===== src/rtl/cpu_pkg.sv =====
// rtl/cpu_pkg.sv - shared opcode encodings, width defaults and decode helpers for the 8-bit RISC CPU
//
// Purpose : common definitions imported by the program counter slice.
// Contents: DEFAULT_ADDR_W / DEFAULT_OP_W width defaults, OP_HLT..OP_JMP
//           opcode encodings, is_mem_op() data-access opcode decode.
package cpu_pkg;

   localparam int DEFAULT_ADDR_W = 5;
   localparam int DEFAULT_OP_W   = 3;

   localparam logic [DEFAULT_OP_W-1:0] OP_HLT = 3'b000;
   localparam logic [DEFAULT_OP_W-1:0] OP_SKZ = 3'b001;
   localparam logic [DEFAULT_OP_W-1:0] OP_ADD = 3'b010;
   localparam logic [DEFAULT_OP_W-1:0] OP_AND = 3'b011;
   localparam logic [DEFAULT_OP_W-1:0] OP_XOR = 3'b100;
   localparam logic [DEFAULT_OP_W-1:0] OP_LDA = 3'b101;
   localparam logic [DEFAULT_OP_W-1:0] OP_STO = 3'b110;
   localparam logic [DEFAULT_OP_W-1:0] OP_JMP = 3'b111;

   // Opcodes whose operand field addresses data memory rather than code.
   function automatic logic is_mem_op(input logic [DEFAULT_OP_W-1:0] opcode);
      return (opcode == OP_ADD) || (opcode == OP_AND) || (opcode == OP_XOR) ||
             (opcode == OP_LDA) || (opcode == OP_STO);
   endfunction

endpackage


===== src/rtl/pc_next_logic.sv =====
// rtl/pc_next_logic.sv - combinational next-PC selection for the program counter
//
// Purpose: computes the PC value to be registered on the next rising edge.
// Ports  : pc        in   current PC
//          addr      in   operand/target field of the current instruction
//          Opcode    in   opcode of the current instruction
//          SKZ_cmp   in   accumulator-is-zero flag
//          Load_in   in   external PC load strobe
//          En_cpu_in in   CPU enable (0 freezes the PC)
//          next_pc   out  PC value for the next edge
module pc_next_logic
   import cpu_pkg::*;
#(
   parameter int ADDR_W = DEFAULT_ADDR_W,
   parameter int OP_W   = DEFAULT_OP_W
) (
   input  logic [ADDR_W-1:0] pc,
   input  logic [ADDR_W-1:0] addr,
   input  logic [OP_W-1:0]   Opcode,
   input  logic              SKZ_cmp,
   input  logic              Load_in,
   input  logic              En_cpu_in,
   output logic [ADDR_W-1:0] next_pc
);

   // Priority chain: disable beats load, load beats every opcode. Sums are
   // ADDR_W wide so wrap-around drops the carry naturally.
   always_comb begin
      next_pc = pc + ADDR_W'(1);
      if (!En_cpu_in) begin
         next_pc = pc;
      end else if (Load_in) begin
         next_pc = addr;
      end else if (Opcode == OP_JMP) begin
         next_pc = addr;
      end else if (Opcode == OP_HLT) begin
         next_pc = pc;
      end else if ((Opcode == OP_SKZ) && SKZ_cmp) begin
         next_pc = pc + ADDR_W'(2);
      end
   end

endmodule


===== src/rtl/program_counter.sv =====
// rtl/program_counter.sv - program counter register and memory address mux for the 8-bit RISC CPU
//
// Purpose: holds the PC, advances it via pc_next_logic, and drives the shared
//          instruction/data memory address bus.
// Ports  : clock           in   system clock, rising edge
//          reset           in   asynchronous active-low reset
//          addr            in   operand/target field of the current instruction
//          Opcode          in   opcode of the current instruction
//          SKZ_cmp         in   accumulator-is-zero flag
//          Load_in         in   external PC load strobe
//          En_cpu_in       in   CPU enable
//          Program_counter out  registered PC
//          Address         out  memory address bus (combinational)
module program_counter
   import cpu_pkg::*;
#(
   parameter int ADDR_W = DEFAULT_ADDR_W,
   parameter int OP_W   = DEFAULT_OP_W
) (
   input  logic              clock,
   input  logic              reset,
   input  logic [ADDR_W-1:0] addr,
   input  logic [OP_W-1:0]   Opcode,
   input  logic              SKZ_cmp,
   input  logic              Load_in,
   input  logic              En_cpu_in,
   output logic [ADDR_W-1:0] Program_counter,
   output logic [ADDR_W-1:0] Address
);

   logic [ADDR_W-1:0] next_pc;

   pc_next_logic #(
      .ADDR_W (ADDR_W),
      .OP_W   (OP_W)
   ) u_pc_next_logic (
      .pc        (Program_counter),
      .addr      (addr),
      .Opcode    (Opcode),
      .SKZ_cmp   (SKZ_cmp),
      .Load_in   (Load_in),
      .En_cpu_in (En_cpu_in),
      .next_pc   (next_pc)
   );

   always_ff @(posedge clock or negedge reset) begin
      if (!reset) begin
         Program_counter <= '0;
      end else begin
         Program_counter <= next_pc;
      end
   end

   // Data-access instructions put their operand on the bus; everything else
   // (including a pending external load) fetches from the PC. Reset forces 0
   // directly so the bus is clean even before the register has settled.
   always_comb begin
      Address = Program_counter;
      if (!reset) begin
         Address = '0;
      end else if (En_cpu_in && !Load_in && is_mem_op(Opcode)) begin
         Address = addr;
      end
   end

endmodule


===== config.mk =====
export PLATFORM = sky130hd
export DESIGN_NAME = program_counter
export DESIGN_NICKNAME = d
export VERILOG_FILES = /design/src/rtl/cpu_pkg.sv /design/src/rtl/pc_next_logic.sv /design/src/rtl/program_counter.sv
export SDC_FILE = /design/constraint.sdc
export NUM_CORES = 1
export LEC_CHECK = 0
export ABC_AREA = 1
export ABC_CLOCK_PERIOD_IN_PS = 3200
export CAP_MARGIN = 20
export CORE_MARGIN = 2
export CORE_UTILIZATION = 35
export CTS_CLUSTER_DIAMETER = 40
export DETAILED_ROUTE_END_ITERATION = 7
export HOLD_SLACK_MARGIN = 0.08
export MAX_ROUTING_LAYER = met4
export PLACE_DENSITY = 0.71
export SLEW_MARGIN = 10
export SYNTH_ARGS = -nofsm -noshare
export SYNTH_HDL_FRONTEND = slang
export SYNTH_SLANG_ARGS = --single-unit

===== constraint.sdc =====
create_clock -name clock -period 3.2 [get_ports clock]
set_input_delay 0.48 -clock clock [delete_from_list [all_inputs] [get_ports clock]]
set_output_delay 0.48 -clock clock [all_outputs]
set_load 0.1 [all_outputs]

=== After elaboration in Yosys (flattened, before gate mapping) ===
Index checks and enable logic that the tools add are counted.

* Magnitude comparators: 0
* Equality and inequality tests: 8
* Bitwise operators: 0
* Add/sub/neg operators: 2
* Divide/modulo/power cells: 0
* Reductions and logical operators: 10
* Muxes and demuxes: 6
* $mul: 0
* Shifts and indexed selects: 0

{| class="wikitable"
|+ Operator list
! kind !! number
|-
| 5-bit two-way mux || 6
|-
| 3-bit equality test, second input constant || 4
|-
| 3-bit by 2-bit equality test with 1-bit output, second input constant || 2
|-
| 5-bit by 1-bit adder with 5-bit output, second input constant || 1
|-
| 5-bit by 2-bit adder with 5-bit output, second input constant || 1
|-
| 1-bit logical OR || 4
|-
| 3-bit by 1-bit equality test with 1-bit output, second input constant || 1
|-
| 1-bit logical AND || 3
|-
| 3-bit logical NOT || 1
|-
| 3-bit by 2-bit != test with 1-bit output, second input constant || 1
|-
| 2-bit AND reduction || 1
|-
| 1-bit logical NOT || 1
|}

* Bits in read-only memories: 0
* RAM bits: 0
* Latch bits: 0
* Memories kept: 0
* Register bits: 5
* Input bits: 13

=== Depth between registers and ports, before layout ===
Gate-level depths: netlist of run 1.

* Depth in word-level cells: 8
* Depth in mapped cells: 8

=== Hierarchy ===
From an unflattened synthesis of run 1, not the netlist that was laid out.

* Cells, all modules: 99
* Area, all modules: 588.1 µm²

{| class="wikitable"
|+ Modules (own cells, without submodules)
! module !! area an instance (µm²) !! cells an instance !! instances
|-
| pc_next_logic || 324.1 || 64 || 1
|-
| program_counter || 264.0 || 35 || 1
|}

=== Worst setup path after synthesis of run 1 ===
No wires, ideal clock.

* Path type: register to output
* Start: register Program_counter[3]
* End: output Address[3]
* Buffers on the path: 1
* Required time: 2,720 ps
* Cell stages (with the launch flop): 4
* Slack: -18 ps
* Data arrival time: 2,738 ps
* Path through: dfrtp_1 buf_2 inv_1 a21oi_1

* Cells in the longest elaborated chain, start to end: 2

{| class="wikitable"
|+ Ends and longest elaborated chain
! item !! line !! text
|-
| start: declaration || program_counter.sv:27 || <nowiki>output logic [ADDR_W-1:0] Program_counter,</nowiki>
|-
| start signal: assignment || program_counter.sv:50 || <nowiki>Program_counter <= next_pc;</nowiki>
|-
| 5-bit two-way mux || program_counter.sv:61 || <nowiki>end else if (En_cpu_in && !Load_in && is_mem_op(Opcode)) begin</nowiki>
|-
| 5-bit two-way mux || program_counter.sv:59 || <nowiki>if (!reset) begin</nowiki>
|-
| end: declaration || program_counter.sv:28 || <nowiki>output logic [ADDR_W-1:0] Address</nowiki>
|}

No other way between the ends.

=== Final worst setup path of run 1 ===
* Start: input Opcode[1]
* End: output Address[4]

* Cells in the longest elaborated chain, start to end: 8
* Elaborated cells between the ends (all ways): 12
* Those cells by class: eq/ne (5); mux (2); reduce/logical (5)

{| class="wikitable"
|+ Ends and longest elaborated chain
! item !! line !! text
|-
| start: declaration || program_counter.sv:23 || <nowiki>input logic [OP_W-1:0] Opcode,</nowiki>
|-
| 3-bit by 2-bit equality test with 1-bit output || cpu_pkg.sv:22 || <nowiki>return (opcode == OP_ADD) || (opcode == OP_AND) || (opcode == OP_XOR) ||</nowiki>
|-
| 1-bit logical OR (3 in a row) || cpu_pkg.sv:22 ||
|-
| 1-bit logical OR (*) || cpu_pkg.sv:23 || <nowiki>(opcode == OP_LDA) || (opcode == OP_STO);</nowiki>
|-
| 1-bit logical AND (*) || program_counter.sv:61 ||
|-
| 5-bit two-way mux (*) || program_counter.sv:61 ||
|-
| 5-bit two-way mux (*) || program_counter.sv:59 ||
|}

Every way passes the cells marked *; elsewhere a longest branch is shown, timed or not.

==> flow_metrics.tcl, run 1 <==
set metrics [dict create \
    status "complete, no violations" \
    post-route-period-util_pct 80.5 \
    post_cts_resized 0 \
    critical_path_peak_fanout 12 \
    utilization_pct 56.3 \
    io_pins 23 \
    antenna_found_initial 0 \
    start_util_pct 37.1 \
    place_area_sq_um 812 \
    net-switching-power_mw 0.275 \
    drv_slew 0 \
    grt_pass1_vias 659 \
    dp_cells 129 \
    hold_viol_final 0 \
    max_freq_mhz 388 \
    ir_worst_vdd_mv 0.342 \
    cts_made_buffers 3 \
    cts_setup_buffers 0 \
    worstPathRequired_ps 2720 \
    cts_tree "done" \
    drv_cap 0 \
    p_leak_nw 0.424 \
    p_clk_share_pct 15.2 \
    routedWlPerCell_um 11.4 \
    synth_area_per_cell_sq_um 5.87 \
    ys_warn_count 0 \
    ys_seq_area_share_pct 22.7 \
    syn_area_sq_um 552 \
    grt_use_total_pct 18.8 \
    die_h_um 43.7 \
    comb_power_share_pct 64.3 \
    crit_path_end "Address[4]" \
    place_ws_ps 614 \
    p_int_mw 0.219 \
    place_hpwl_mm 1.18 \
    final_design_area_no_fill_sq_um 838 \
    reg_top3 "Program_counter x5" \
    pwr-share-seq_pct 20.5 \
    grt_overflow 0 \
    drt.antenna.violating_nets 0 \
    stdcell_count 133 \
    finalCriticalPeriod_ps 2580 \
    drive_gt1_share_pct 15.4 \
    drt_first_pass_iters 4 \
    synth_seq_cells 5 \
    reg2reg_to "Program_counter[3]" \
    relSlewSlack_pct 73.3 \
    cp-startpoint "Opcode[1]" \
    worst_pin_slew_ps 400 \
    drtIter0Drc 21 \
    synth.distinct_cells 18 \
    crit_type "in2out" \
    synth_fp_nets 109 \
    clock_latency_ps 240 \
    largest_reg_flops 5 \
    vias 672 \
    setup_tns_ps 0 \
    netlist_instances 94 \
    async_flop_share_pct 100 \
    regMostFlops "Program_counter" \
    p_per_area_mw_per_mm2 589 \
    finalWeightedCongestion 0.828 \
    grt_pass1_wl_mm 2.66 \
    die_area_sq_mm 0.00191 \
    viasPerCell 5.05 \
    route.final.wire_length_mm 1.51 \
    area_delta_synth_final_pct 51.9 \
    cts_hold_buf 0 \
    finalClockSkew_ps 1.71 \
    num_antenna_cells 0 \
    rsz0062_at_grt "false" \
    cts_sinks 5 \
    critPathCaptureType "primary output" \
    clk_pin_slew_worst_paths_ps 50 \
    drc_errors 0 \
    final_cell_mix "nand2_1 (25), inv_1 (12), clkdlybuf4s50_1 (12)" \
    grt_max_degree 13 \
    crit_path_start_kind "primary input" \
    setup_viol 0 \
    die_w_um 43.7 \
    fin_nets 133 \
    clk_path_buf_depth 2 \
    rr_startpoint "Program_counter[2]" \
    regToRegSetupSlack_ps 1880 \
    ff2ff_path_depth 7 \
    row_count 14 \
    htree_levels 1 \
    core_sq_mm 0.00149 \
    synth_edf_count 0 \
    synth-main-ff-cell "dfrtp_1" \
    portBuffers 22 \
    swShare_pct 55.7 \
    postLayoutSetupSlackWorst_ps 624 \
    arrival_ps 2100 \
    final_common_cell "nand2_1" \
    root_buffer "clkbuf_4" \
    hold_path_class "in2async" \
]
==> synthesized netlist by cell type (all sizes together) (2+ instances only) <==
cell | instances | area share, %
ha | 2 | 4.5
xor2 | 2 | 3.2
inv | 13 | 8.8
or2 | 2 | 2.3
nand4 | 2 | 2.3
a21oi | 7 | 6.3
o21ai | 10 | 9.1
buf | 3 | 3.9
nand3 | 11 | 10
nand2 | 27 | 19
dfrtp | 5 | 23
nor2 | 9 | 6.1
==> critical path, cell delays in order <==
cell             delay [ps]
clkdlybuf4s50_1         500
nand2_1                  70
nand2_1                  90
nand2_2                 140
nand2_1                 240
o21ai_0                 120
a21oi_1                 250
buf_12                  210
==> power by group through the flow <==
| stage | clock network [mW] | logic (mW) | registers (mW) |
|---|---|---|---|
| after floorplan | 0 | 0.150 | 0.178 |
| after global placement | 0 | 0.314 | 0.101 |
| after detailed placement | 0 | 0.316 | 0.102 |
| after CTS | 0.0765 | 0.318 | 0.101 |
| after global routing | 0.0793 | 0.336 | 0.105 |
| final | 0.0753 | 0.317 | 0.101 |
==> cell families after synthesis <==
kind of cell,count (synthesis),synth area share (%)
adder cells (fa/ha/maj),2,4.53
XOR/XNOR,3,4.76
AND/OR/NAND/NOR,51,39.9
AO/OA/AOI/OAI,17,15.4
buffers and inverters,16,12.7
flip-flops,5,22.7
==> worst min-delay path by stage <==
stage	start	to	slack, ps	cells after the start
6_report	reset	Program_counter[1]	530	1
5_1_grt	reset	Program_counter[3]	540	1
4_1_cts	reset	Program_counter[3]	530	1
3_5_place_dp	Program_counter[4]	Program_counter[4]	580	2
3_3_place_gp	Program_counter[4]	Program_counter[4]	540	2
2_1_floorplan	reset	Program_counter[0]	180	0
==> per-stage QoR <==
stage / hold slack [ps] / power (mW)
after floorplan: 184 / 0.328
after global placement: 545 / 0.415
after detailed placement: 576 / 0.418
after CTS: 533 / 0.496
after global routing: 545 / 0.520
final: 531 / 0.494
==> per-layer routing <==
layer / up-vias / GRT usage (%) / routed length [um]
met4: 0 / 9.09 / 9
met2: 20 / 28.5 / 738
met3: 2 / 2.50 / 63
li1: 348 / - / -
met1: 302 / 24.5 / 700
met5: - / - / 0
==> layout make-up <==
class,instances,area [sq um]
fill,142,651
multi-input combinational,73,360
timing repair buffer,22,258
sequential,5,125
inverter,13,48.8
clock buffer,4,26.3
tap,16,20.0
Power figures use the tool's default switching activity.
==> inputs of run 2 (changes only) <==
ABC_CLOCK_PERIOD_IN_PS = 2550   (was 3200)
clock period = 2.55 ns   (was 3.2 ns; I/O delays follow)
==> run 2 against run 1 <==
Effect of this change:
- via count increased by 2.8%
- worst hold slack got worse by 120 ps
- non-clock buffer count rose by 1
- critical path type unchanged
- critical endpoint is now Address[3]
- largest cell class unchanged
- largest power group unchanged
- highest routed layer unchanged
==> flow_metrics.tcl, run 2 (synthesized netlist as in run 1, its figures left out) <==
set metrics [dict create \
    place_hpwl_mm 1.24 \
    clk_pin_slew_worst_paths_ps 50 \
    htree_levels 1 \
    drv_cap 0 \
    final_design_area_no_fill_sq_um 858 \
    largest_reg_flops 5 \
    utilization_pct 57.6 \
    seqCellArea_sq_um 125 \
    cts_hold_buf 0 \
    post_cts_resized 0 \
    regMostFlops "Program_counter" \
    viasPerCell 5.16 \
    drt_first_pass_iters 4 \
    grt_overflow 0 \
    crit_path_start_kind "primary input" \
    die_w_um 43.7 \
    start_util_pct 37.1 \
    antenna_found_initial 0 \
    hold_viol_final 0 \
    io_pins 23 \
    hold_path_class "in2async" \
    max_freq_mhz 437 \
    relSlewSlack_pct 71.7 \
    critPathCaptureType "primary output" \
    drt.antenna.violating_nets 0 \
    worst_pin_slew_ps 425 \
    final_cell_mix "nand2_1 (25), inv_1 (12), clkdlybuf4s50_1 (12)" \
    core_sq_mm 0.00149 \
    clk_path_buf_depth 2 \
    route.final.wire_length_mm 1.57 \
    drive_gt1_share_pct 19.5 \
    cts_made_buffers 3 \
    vias 691 \
    cts_setup_buffers 0 \
    multi_input_area_sq_um 373 \
    fin_nets 134 \
    worstPathRequired_ps 2170 \
    cts_sinks 5 \
    setup_tns_ps 0 \
    setup_viol 0 \
    p_leak_nw 0.429 \
    drtIter0Drc 22 \
    drc_errors 0 \
    grt_max_degree 12 \
    portBuffers 22 \
    finalWeightedCongestion 0.844 \
    critical_path_peak_fanout 8 \
    final_common_cell "nand2_1" \
    cts_tree "done" \
    arrival_ps 1900 \
    fill_cells 142 \
    finalClockSkew_ps 11.0 \
    drv_slew 0 \
    grt_pass1_vias 591 \
    clock_latency_ps 250 \
    post-route-period-util_pct 89.7 \
    grt_pass1_wl_mm 2.60 \
    p_per_area_mw_per_mm2 731 \
    routedWlPerCell_um 11.7 \
    die_area_sq_mm 0.00191 \
    reg_top3 "Program_counter x5" \
    row_count 14 \
    rsz0062_at_grt "false" \
    area_delta_synth_final_pct 55.6 \
    status "complete, no violations" \
    place_area_sq_um 832 \
    die_h_um 43.7 \
    finalCriticalPeriod_ps 2290 \
    num_antenna_cells 0 \
    root_buffer "clkbuf_4" \
    ir_worst_vdd_mv 0.460 \
    crit_type "in2out" \
    grt_use_total_pct 18.8 \
]
[run 2: changes by cell type in the layout (fill, tap and decap cells not counted)]
cell / previous run / this run
a21oi_1: 6 / 4
a21oi_2: 1 / 3
buf_4: 5 / 6
nor2_1: 9 / 7
nor2_2: 0 / 2
[run 2: metal layers]
layer	up-vias	routed length (um)	global-route usage (%)
li1	355	-	-
met2	21	751	27.6
met3	4	70	1.25
met4	0	35	9.09
met1	311	712	25.8
met5	-	0	-
[run 2: metrics by stage]
stage	cells	hold slack, ps	setup slack (ps)	total power [mW]
finish	134	413	264	0.628
global placement	130	543	313	0.527
floorplan	94	86.9	-14.0	0.417
CTS	134	427	277	0.627
detailed placement	130	556	276	0.531
global route	134	437	146	0.662
[run 2: critical path, cell delays in order]
cell	delay, ps
clkdlybuf4s50_1	440
nor2_1	200
nor2_1	100
nand2_1	250
o21ai_0	150
a21oi_2	180
buf_12	190
[run 2: area by class of cell]
type	instances	share of cell area (%)
well taps	16	2.33
repair buffers	23	30.9
inverters	13	5.69
clock buffers	4	3.06
flip-flops and latches	5	14.6
multi-input cells	73	43.4
[run 2: report_power, final]
group,switching (mW),internal (mW)
combinational,0.281,0.124
clock,0.0379,0.0595
sequential,0.0307,0.0947
[run 2: worst paths after layout]
check | slack, ps | endpoint | cells past startpoint | startpoint
max | 260 | Address[3] | 7 | Opcode[1]
min | 410 | Program_counter[2] | 1 | reset
max reg2reg | 1220 | Program_counter[3] | 7 | Program_counter[2]
min reg2reg | 570 | Program_counter[4] | 2 | Program_counter[4]
max in group asynchronous | 1850 | Program_counter[3] | 1 | reset
min in group clock | 570 | Program_counter[4] | 2 | Program_counter[4]
==> inputs of run 3 (changes only) <==
ABC_AREA = unset   (was 1)
PLACE_DENSITY = 0.73   (was 0.71)
RECOVER_POWER = 25   (was unset)
==> run 3 against run 2 <==
Effect of this change:
- clock skew down 6.7 ps
- clock power down 6.0%
- non-clock buffer count up 2
- highest routed layer is now met3
==> flow_metrics.tcl, run 3 <==
set metrics [dict create \
    crit_type "in2out" \
    synth.most_common_cell "mux2i_1" \
    place_hpwl_um 847 \
    hold_path_class "in2async" \
    setup_tns_ps 0 \
    cts_sinks 5 \
    drv_slew 0 \
    clock_latency_ps 240 \
    finalPower_mw 0.649 \
    syn_area_sq_um 482 \
    rsz0062_at_grt "false" \
    drv_cap 0 \
    critical_path_peak_fanout 5 \
    io_pins 23 \
    hold_viol_final 0 \
    cts_hold_buf 0 \
    portBuffers 22 \
    synth_top_area_share_pct 26.0 \
    fill_cells 122 \
    path_cells "clkdlybuf4s50_1 -> a31oi_1 -> o211a_1 -> mux2i_1 -> nor2b_2 -> buf_12" \
    cts_made_buffers 3 \
    max_freq_mhz 432 \
    grt_pass1_wl_mm 1.66 \
    status "complete, no violations" \
    grt_max_degree 12 \
    antenna_found_initial 0 \
    drive_gt1_share_pct 29.5 \
    grt_overflow 0 \
    worst_pin_slew_ps 367 \
    reg_top3 "Program_counter x5" \
    cts_tree "done" \
    routedWlPerCell_um 11.4 \
    final_cell_mix "clkdlybuf4s50_1 (11), buf_4 (8), mux2i_1 (6)" \
    root_buffer "clkbuf_4" \
    finalCriticalPeriod_ps 2310 \
    grt_use_total_pct 16.1 \
    finalClockSkew_ps 4.30 \
    viasPerCell 5.23 \
    drc_errors 0 \
    area_delta_synth_final_pct 65.5 \
    arrival_ps 1930 \
    synth_area_per_cell_sq_um 9.09 \
    critPathCaptureType "primary output" \
    clk_path_buf_depth 2 \
    post_cts_resized 0 \
    htree_levels 1 \
    drtIter0Drc 0 \
    vias 486 \
    grt_pass1_vias 390 \
    synthTopCellsByArea "dfrtp_1 (26%), mux2i_1 (12%), nor2b_1 (6.5%)" \
    start_util_pct 37.0 \
    synth.distinct_cells 25 \
    seqCellArea_sq_um 125 \
    cts_setup_buffers 0 \
    critPathSlowestCell "clkdlybuf4s50_1" \
    synth_seq_cells 5 \
    ir_worst_vdd_mv 0.550 \
    die_area_sq_mm 0.00169 \
    post-route-period-util_pct 90.7 \
    num_antenna_cells 0 \
    p_leak_nw 0.336 \
    crit_path_start_kind "primary input" \
    synth_top_cell_by_area "dfrtp_1" \
    postLayoutSetupSlackWorst_ps 238 \
    slowest_delay_ps 460 \
    route.final.wire_length_mm 1.06 \
    multi_input_area_sq_um 343 \
    synth_edf_count 0 \
    synth_fp_nets 68 \
    ys_seq_area_share_pct 26.0 \
    setup_viol 0 \
    ys_warn_count 0 \
    relSlewSlack_pct 75.5 \
    netlist_instances 53 \
    synth_common_cells "mux2i_1 (6), dfrtp_1 (5), nand2_1 (5), nor2b_1 (5)" \
    final_common_cell "clkdlybuf4s50_1" \
    place_ws_ps 234 \
    drt_first_pass_iters 1 \
    async_flop_share_pct 100 \
    synth-main-ff-cell "dfrtp_1" \
    drt.antenna.violating_nets 0 \
    p_per_area_mw_per_mm2 814 \
    clk_pin_slew_worst_paths_ps 50 \
    largest_reg_flops 5 \
    die_h_um 41.1 \
    row_count 13 \
    finalWeightedCongestion 0.753 \
    regMostFlops "Program_counter" \
    die_w_um 41.1 \
    core_sq_mm 0.00130 \
    worstPathRequired_ps 2170 \
    fin_nets 94 \
]
-- run 3: cell count changes in the layout (fill, tap and decap cells not counted), sizes merged, moves of 2 or more --
cell	before	now
nand2	27	5
inv	13	1
nand3	11	0
o21ai	10	2
nor2	9	2
mux2i	0	6
a21oi	7	2
nor2b	0	5
a31oi	0	3
o22a	0	3
a22oi	0	2
buf	11	13
mux2	0	2
or2	2	0
-- run 3: per-stage QoR --
stage	cells	utilization (%)	instance area, sq um	hold slack [ps]
global placement	89	59.2	771	592
floorplan	53	-	494	86.9
global route	93	61.3	797	520
detailed placement	89	59.2	771	593
finish	93	61.3	797	489
CTS	93	61.3	797	435
-- run 3: path summary, 6_finish.rpt --
check                                        start                 end  slack [ps]  depth (start not counted)
min in group clock              Program_counter[0]  Program_counter[0]         600                          1
worst min register to register  Program_counter[0]  Program_counter[0]         600                          1
max in group asynchronous                    reset  Program_counter[0]        1790                          1
worst min-delay path                         reset  Program_counter[3]         490                          1
worst max register to register  Program_counter[1]  Program_counter[2]        1100                          5
worst max-delay path                     Opcode[2]          Address[4]         240                          6
-- run 3: where the power goes --
part | internal [mW] | total [mW] | switching (mW)
logic | 0.141 | 0.428 | 0.287
registers | 0.0975 | 0.129 | 0.0320
clock network | 0.0592 | 0.0916 | 0.0324
total | 0.298 | 0.649 | 0.352
-- run 3: logic make-up after synthesis --
kind of cell | count (synthesis) | synth area share (%)
buf+inv | 5 | 5.45
flops | 5 | 26.0
fa+ha+maj | 2 | 5.19
simple gates | 17 | 19.7
compound gates | 15 | 23.9
xor+xnor | 1 | 1.82
mux | 8 | 17.9
-- run 3: cell type report --
type,count,area share [%]
timing repair buffer,25,35.2
multi-input combinational,43,43.0
inverter,1,0.471
sequential,5,15.7
clock buffer,4,3.30
tap,15,2.35
-- run 3: critical path, delay by kind of cell --
kind                   cells  cell delay (ps)
multiplexers               1              260
buffers and inverters      2              630
AND/OR/NAND/NOR            1               80
AO/OA/AOI/OAI              2              580
-- run 3: metal layers --
layer	share of wire (%)	GRT usage [%]	vias up
met3	7.0	8.15	0
met1	47	20.9	218
met2	46	21.5	13
met4	0	4.84	0
li1	-	-	255
met5	0	-	-
==> patch 1 (flow settings as in run 3) <==
Add an input register stage for `addr`, `Opcode`, `SKZ_cmp`, `Load_in` and `En_cpu_in`, without a reset; this delays them by one clock.
--- a/src/rtl/program_counter.sv
+++ b/src/rtl/program_counter.sv
@@ -28,6 +28,20 @@
    output logic [ADDR_W-1:0] Address
 );
 
+   logic [ADDR_W-1:0] addr_q;
+   logic [OP_W-1:0] Opcode_q;
+   logic SKZ_cmp_q;
+   logic Load_q;
+   logic En_cpu_q;
+
+   always_ff @(posedge clock) begin
+      addr_q    <= addr;
+      Opcode_q  <= Opcode;
+      SKZ_cmp_q <= SKZ_cmp;
+      Load_q    <= Load_in;
+      En_cpu_q  <= En_cpu_in;
+   end
+
    logic [ADDR_W-1:0] next_pc;
 
    pc_next_logic #(
@@ -35,11 +49,11 @@
       .OP_W   (OP_W)
    ) u_pc_next_logic (
       .pc        (Program_counter),
-      .addr      (addr),
-      .Opcode    (Opcode),
-      .SKZ_cmp   (SKZ_cmp),
-      .Load_in   (Load_in),
-      .En_cpu_in (En_cpu_in),
+      .addr      (addr_q),
+      .Opcode    (Opcode_q),
+      .SKZ_cmp   (SKZ_cmp_q),
+      .Load_in   (Load_q),
+      .En_cpu_in (En_cpu_q),
       .next_pc   (next_pc)
    );
 
@@ -58,8 +72,8 @@
       Address = Program_counter;
       if (!reset) begin
          Address = '0;
-      end else if (En_cpu_in && !Load_in && is_mem_op(Opcode)) begin
-         Address = addr;
+      end else if (En_cpu_q && !Load_q && is_mem_op(Opcode_q)) begin
+         Address = addr_q;
       end
    end
 
Formal check against the unedited RTL: not equivalent (a bounded check fails within 4 cycles, from zero or initial values and one cycle with reset low).
==> patch 1 against run 3 <==
- cell count grew 25%
- sequential cell count grew 11
- final area grew 31%
- critical endpoint is now Address[0]
- count of clock-buffer cells in the layout is the same
- routed wire length grew 30%
- synthesized area grew 46%
- maximum frequency grew 3.0%
- clock power grew 81%
- core utilization shrank 7.0 points
- total power grew 40%
- setup slack gained 0.068 ns
==> patch 1: results (changes against run 3) <==
status=finished clean (unchanged); top flop regs=Program_counter: 5 flops, addr_q: 5 flops, Opcode_q: 3 flops (was Program_counter: 5 flops); Netlist cell types=26 (was 25); Routed met3 length=95 µm (was 75 µm); # Post-CTS Setup Buffers=0 (unchanged); Clock Skew=0.00404 ns (was 0.00430 ns); first-pass GRT wire length=2510 µm (was 1660 µm); Fillers=176 (was 122); Vias/cell=4.98 (was 5.23); clk slew on worst S/H paths=0.09 ns (was 0.05 ns); Placed Area=1010 µm² (was 771 µm²); worst-case clock buffer depth=2 (unchanged); routing usage on met1=0.166 (was 0.209); Mapped Nets=79 (was 68); Commonest cells post-synth=dfxtp_1, mux2i_1, dfrtp_1, nand2_1, nor2b_1 (was mux2i_1, dfrtp_1, nand2_1, nor2b_1); vias in the first global route=579 (was 390); Pwr Total=910 µW (was 649 µW); combinational share of power=0.469 (was 0.659); flop2flop setup slack=1.03 ns (was 1.10 ns); CP Data Arrival Time=1.86 ns (was 1.93 ns); Pre-Repair DR Iteration Count=4 (was 1); met2 GRT Util=0.226 (was 0.215); Highest Signal Layer=met4 (was met3); met1 wire length=564 µm (was 501 µm); number of port buffers=22 (unchanged); clock latency at the later pin of the worst-skew pair=0.29 ns (was 0.24 ns); share of layout cells above drive strength 1=0.270 (was 0.295); sequential fraction of the synthesis area=0.492 (was 0.260); sequential power=317 µW (was 129 µW); synth top area cells=dfxtp_1, dfrtp_1, mux2i_1 (was dfrtp_1, mux2i_1, nor2b_1); Slowest-stage cell, CP=dfxtp_1 (was clkdlybuf4s50_1); initial antenna violation count=0 (unchanged); Synthesis Warnings=0 (unchanged); diode count=0 (unchanged); detailed placement HPWL=1040 µm (was 847 µm); internal power=504 µW (was 298 µW); peak fanout along the critical path=12 (was 5); Async S/R FF share, synth=0.313 (was 1.00); Final Wtd Congestion=0.769 (was 0.753); clk root buf=clkbuf_4 (unchanged); final WL=1380 µm (was 1060 µm); Slew headroom=0.769 (was 0.755); maximum vdd ir drop=0.000472 V (was 0.000550 V); CP max stage delay=0.35 ns (was 0.46 ns); CTS H-Tree Depth=1 (unchanged); Nets=105 (was 94); top_reg_cell synth=dfxtp_1 (was dfrtp_1); Core Util, Final=0.542 (was 0.613); GRT Overall Usage=0.139 (was 0.161); met3 Use GR=0.0245 (was 0.0815); Post-CTS Resized=0 (unchanged); Hold Slack=0.353 ns (was 0.489 ns); largest net degree at the start of global routing=13 (was 12); met2 routed WL=687 µm (was 487 µm); Lkg Pwr=0.000436 µW (was 0.000336 µW); Starting DRT DRC Count=15 (was 0); Hold Crit Class=input port to async pin (unchanged)
## patch 1: changes by cell type after synthesis, sizes merged
cell   before  now
dfxtp       0   11
## patch 1: layout make-up
type                       count  area share
timing repair buffer          25       0.269
inverter                       1     0.00360
sequential                    16       0.331
multi-input combinational     43       0.329
tap                           27      0.0324
clock buffer                   4      0.0348
## patch 1: critical path: cells and delay by family (launching register included)
family / cells / cell delay (ns)
AND/OR/NAND/NOR: 1 / 0.08
buffers and inverters: 2 / 0.36
flip-flops: 1 / 0.35
AO/OA/AOI/OAI: 2 / 0.52
multiplexers: 1 / 0.26
## patch 1: worst paths after layout
| path | startpoint | endpoint | cells after the start |
|---|---|---|---|
| worst min-delay path | reset | Program_counter[4] | 1 |
| worst max-delay path | Opcode_q[2] | Address[0] | 6 |
| worst min register to register | addr_q[1] | Program_counter[1] | 2 |
| min in group clock | addr_q[1] | Program_counter[1] | 2 |
| worst max register to register | Program_counter[1] | Program_counter[2] | 5 |
| max in group asynchronous | reset | Program_counter[3] | 1 |
## patch 1: logic make-up (layout without fill, tap and decap cells)
group | count (synthesis) | after routing | share of synthesized area
multiplexers | 8 | 8 | 0.123
XOR/XNOR | 1 | 1 | 0.0125
AND/OR/NAND/NOR | 17 | 17 | 0.135
buffers and inverters | 5 | 30 | 0.0374
flip-flops | 16 | 16 | 0.492
adder cells (fa/ha/maj) | 2 | 2 | 0.0356
AO/OA/AOI/OAI | 15 | 15 | 0.164
## patch 1: stage by stage
| stage | std cells | setup slack (ns) |
|---|---|---|
| finish | 116 | 0.306 |
| global route | 116 | 0.159 |
| CTS | 116 | 0.279 |
| detailed placement | 112 | 0.613 |
| global placement | 112 | 0.628 |
| floorplan | 64 | 0.140 |
==> patch 2 (config.mk and constraints of run 3) <==
Made on the original files. Set the package constant `DEFAULT_ADDR_W` to 7 (it was 5).
--- a/src/rtl/cpu_pkg.sv
+++ b/src/rtl/cpu_pkg.sv
@@ -5,7 +5,7 @@
 //           opcode encodings, is_mem_op() data-access opcode decode.
 package cpu_pkg;
 
-   localparam int DEFAULT_ADDR_W = 5;
+   localparam int DEFAULT_ADDR_W = 7;
    localparam int DEFAULT_OP_W   = 3;
 
    localparam logic [DEFAULT_OP_W-1:0] OP_HLT = 3'b000;
Ports: changed (resized Address, Program_counter and addr); port bits go from 23 to 29. No check against the original RTL was run, so the function may have changed too.
==> patch 2 against run 3 <==
- critical path depth rose by 1
- total power rose by 32%
- final area increased by 38%
- register-to-register slack lost 0.05 ns
- setup slack worse by 0.098 ns
- worst hold slack got worse by 0.059 ns
- routed wire length up 88%
- sequential cell count increased by 2
- synthesized area grew 34%
- die area up 30%
- via count rose by 67%
- combinational power up 33%
- global-route usage grew 5.1 points
- critical endpoint is now Address[2]
==> patch 2: results (changes against run 3) <==
Routed WL per cell=14.0 µm (was 11.4 µm); footprint of the multi-input gates=474 µm² (was 343 µm²); detailed placement HPWL=1470 µm (was 847 µm); Synth Area in Compound Gates=0.420 (was 0.239); share of layout cells above drive strength 1=0.280 (was 0.295); clock network power share=0.127 (was 0.141); CP max stage delay=0.50 ns (was 0.46 ns); Starting DRT DRC Count=23 (was 0); vias=814 (was 486); fin cells=143 (was 93); clock latency at the later pin of the worst-skew pair=0.26 ns (was 0.24 ns); Synth Area in Adders=0.0389 (was 0.0519); maximum vdd ir drop=0.000402 V (was 0.000550 V); Clock Skew=0.00507 ns (was 0.00430 ns); Layout clock area frac=0.0238 (was 0.0330); fraction of synthesized area in multiplexers=0.0389 (was 0.179); first-pass GRT wire length=3180 µm (was 1660 µm); Inverters=2 (was 1); sequential fraction of design power=0.207 (was 0.199); Pre-Repair DR Iteration Count=4 (was 1); status=finished clean (unchanged); met2 GRT Util=0.304 (was 0.215); NonClk Buf Share=0.353 (was 0.352); number of port buffers=28 (was 22); top flop regs=Program_counter: 7 flops (was Program_counter: 5 flops); synth top area cells=dfrtp_1, a21boi_0, o21ai_0 (was dfrtp_1, mux2i_1, nor2b_1); #MultiIn Comb=69 (was 43); met1 wire length=856 µm (was 501 µm); syn_area_per_cell=7.84 µm² (was 9.09 µm²); Highest Signal Layer=met4 (was met3); internal power=374 µW (was 298 µW); Lkg Pwr=0.000430 µW (was 0.000336 µW); r2r worst-path depth=4 (was 5); Routed met3 length=193 µm (was 75 µm); met2 routed WL=921 µm (was 487 µm); Final Wtd Congestion=0.857 (was 0.753); Synth Area in XOR/XNOR=0 (was 0.0182); peak fanout along the critical path=10 (was 5); Commonest cells post-synth=nand2_1, o21ai_0, a21boi_0, dfrtp_1, a21oi_1 (was mux2i_1, dfrtp_1, nand2_1, nor2b_1); Buffers, non-clock=36 (was 25); Mapped Nets=99 (was 68); Slew headroom=0.772 (was 0.755)
## patch 2: cell types whose count changed after synthesis, moves of 5 or more
cell and delta:
o21ai_0 +10, nor2b_1 -5, nand2_1 +5, mux2i_1 -5
a21boi_0 +7
## patch 2: metrics by stage
step	area, µm²	power [µW]
after CTS	1110	862
after floorplan	677	574
after global placement	1080	745
final	1100	858
after detailed placement	1080	750
after global routing	1100	897
## patch 2: path summary, 6_finish.rpt
kind                                     from            endpoint  slack (ns)
setup reg to reg           Program_counter[0]  Program_counter[4]        1.05
setup / recovery                    Opcode[2]          Address[2]        0.14
min in group clock         Program_counter[5]  Program_counter[5]        0.58
max in group asynchronous               reset  Program_counter[4]        1.58
hold / removal                          reset  Program_counter[0]        0.43
hold reg to reg            Program_counter[5]  Program_counter[5]        0.58
## patch 2: critical path: cells and delay by family
| family | cells | cell delay (ns) |
|---|---|---|
| AOI/OAI and AO/OA | 2 | 0.56 |
| and+or+nand+nor | 2 | 0.24 |
| buffers and inverters | 3 | 0.85 |
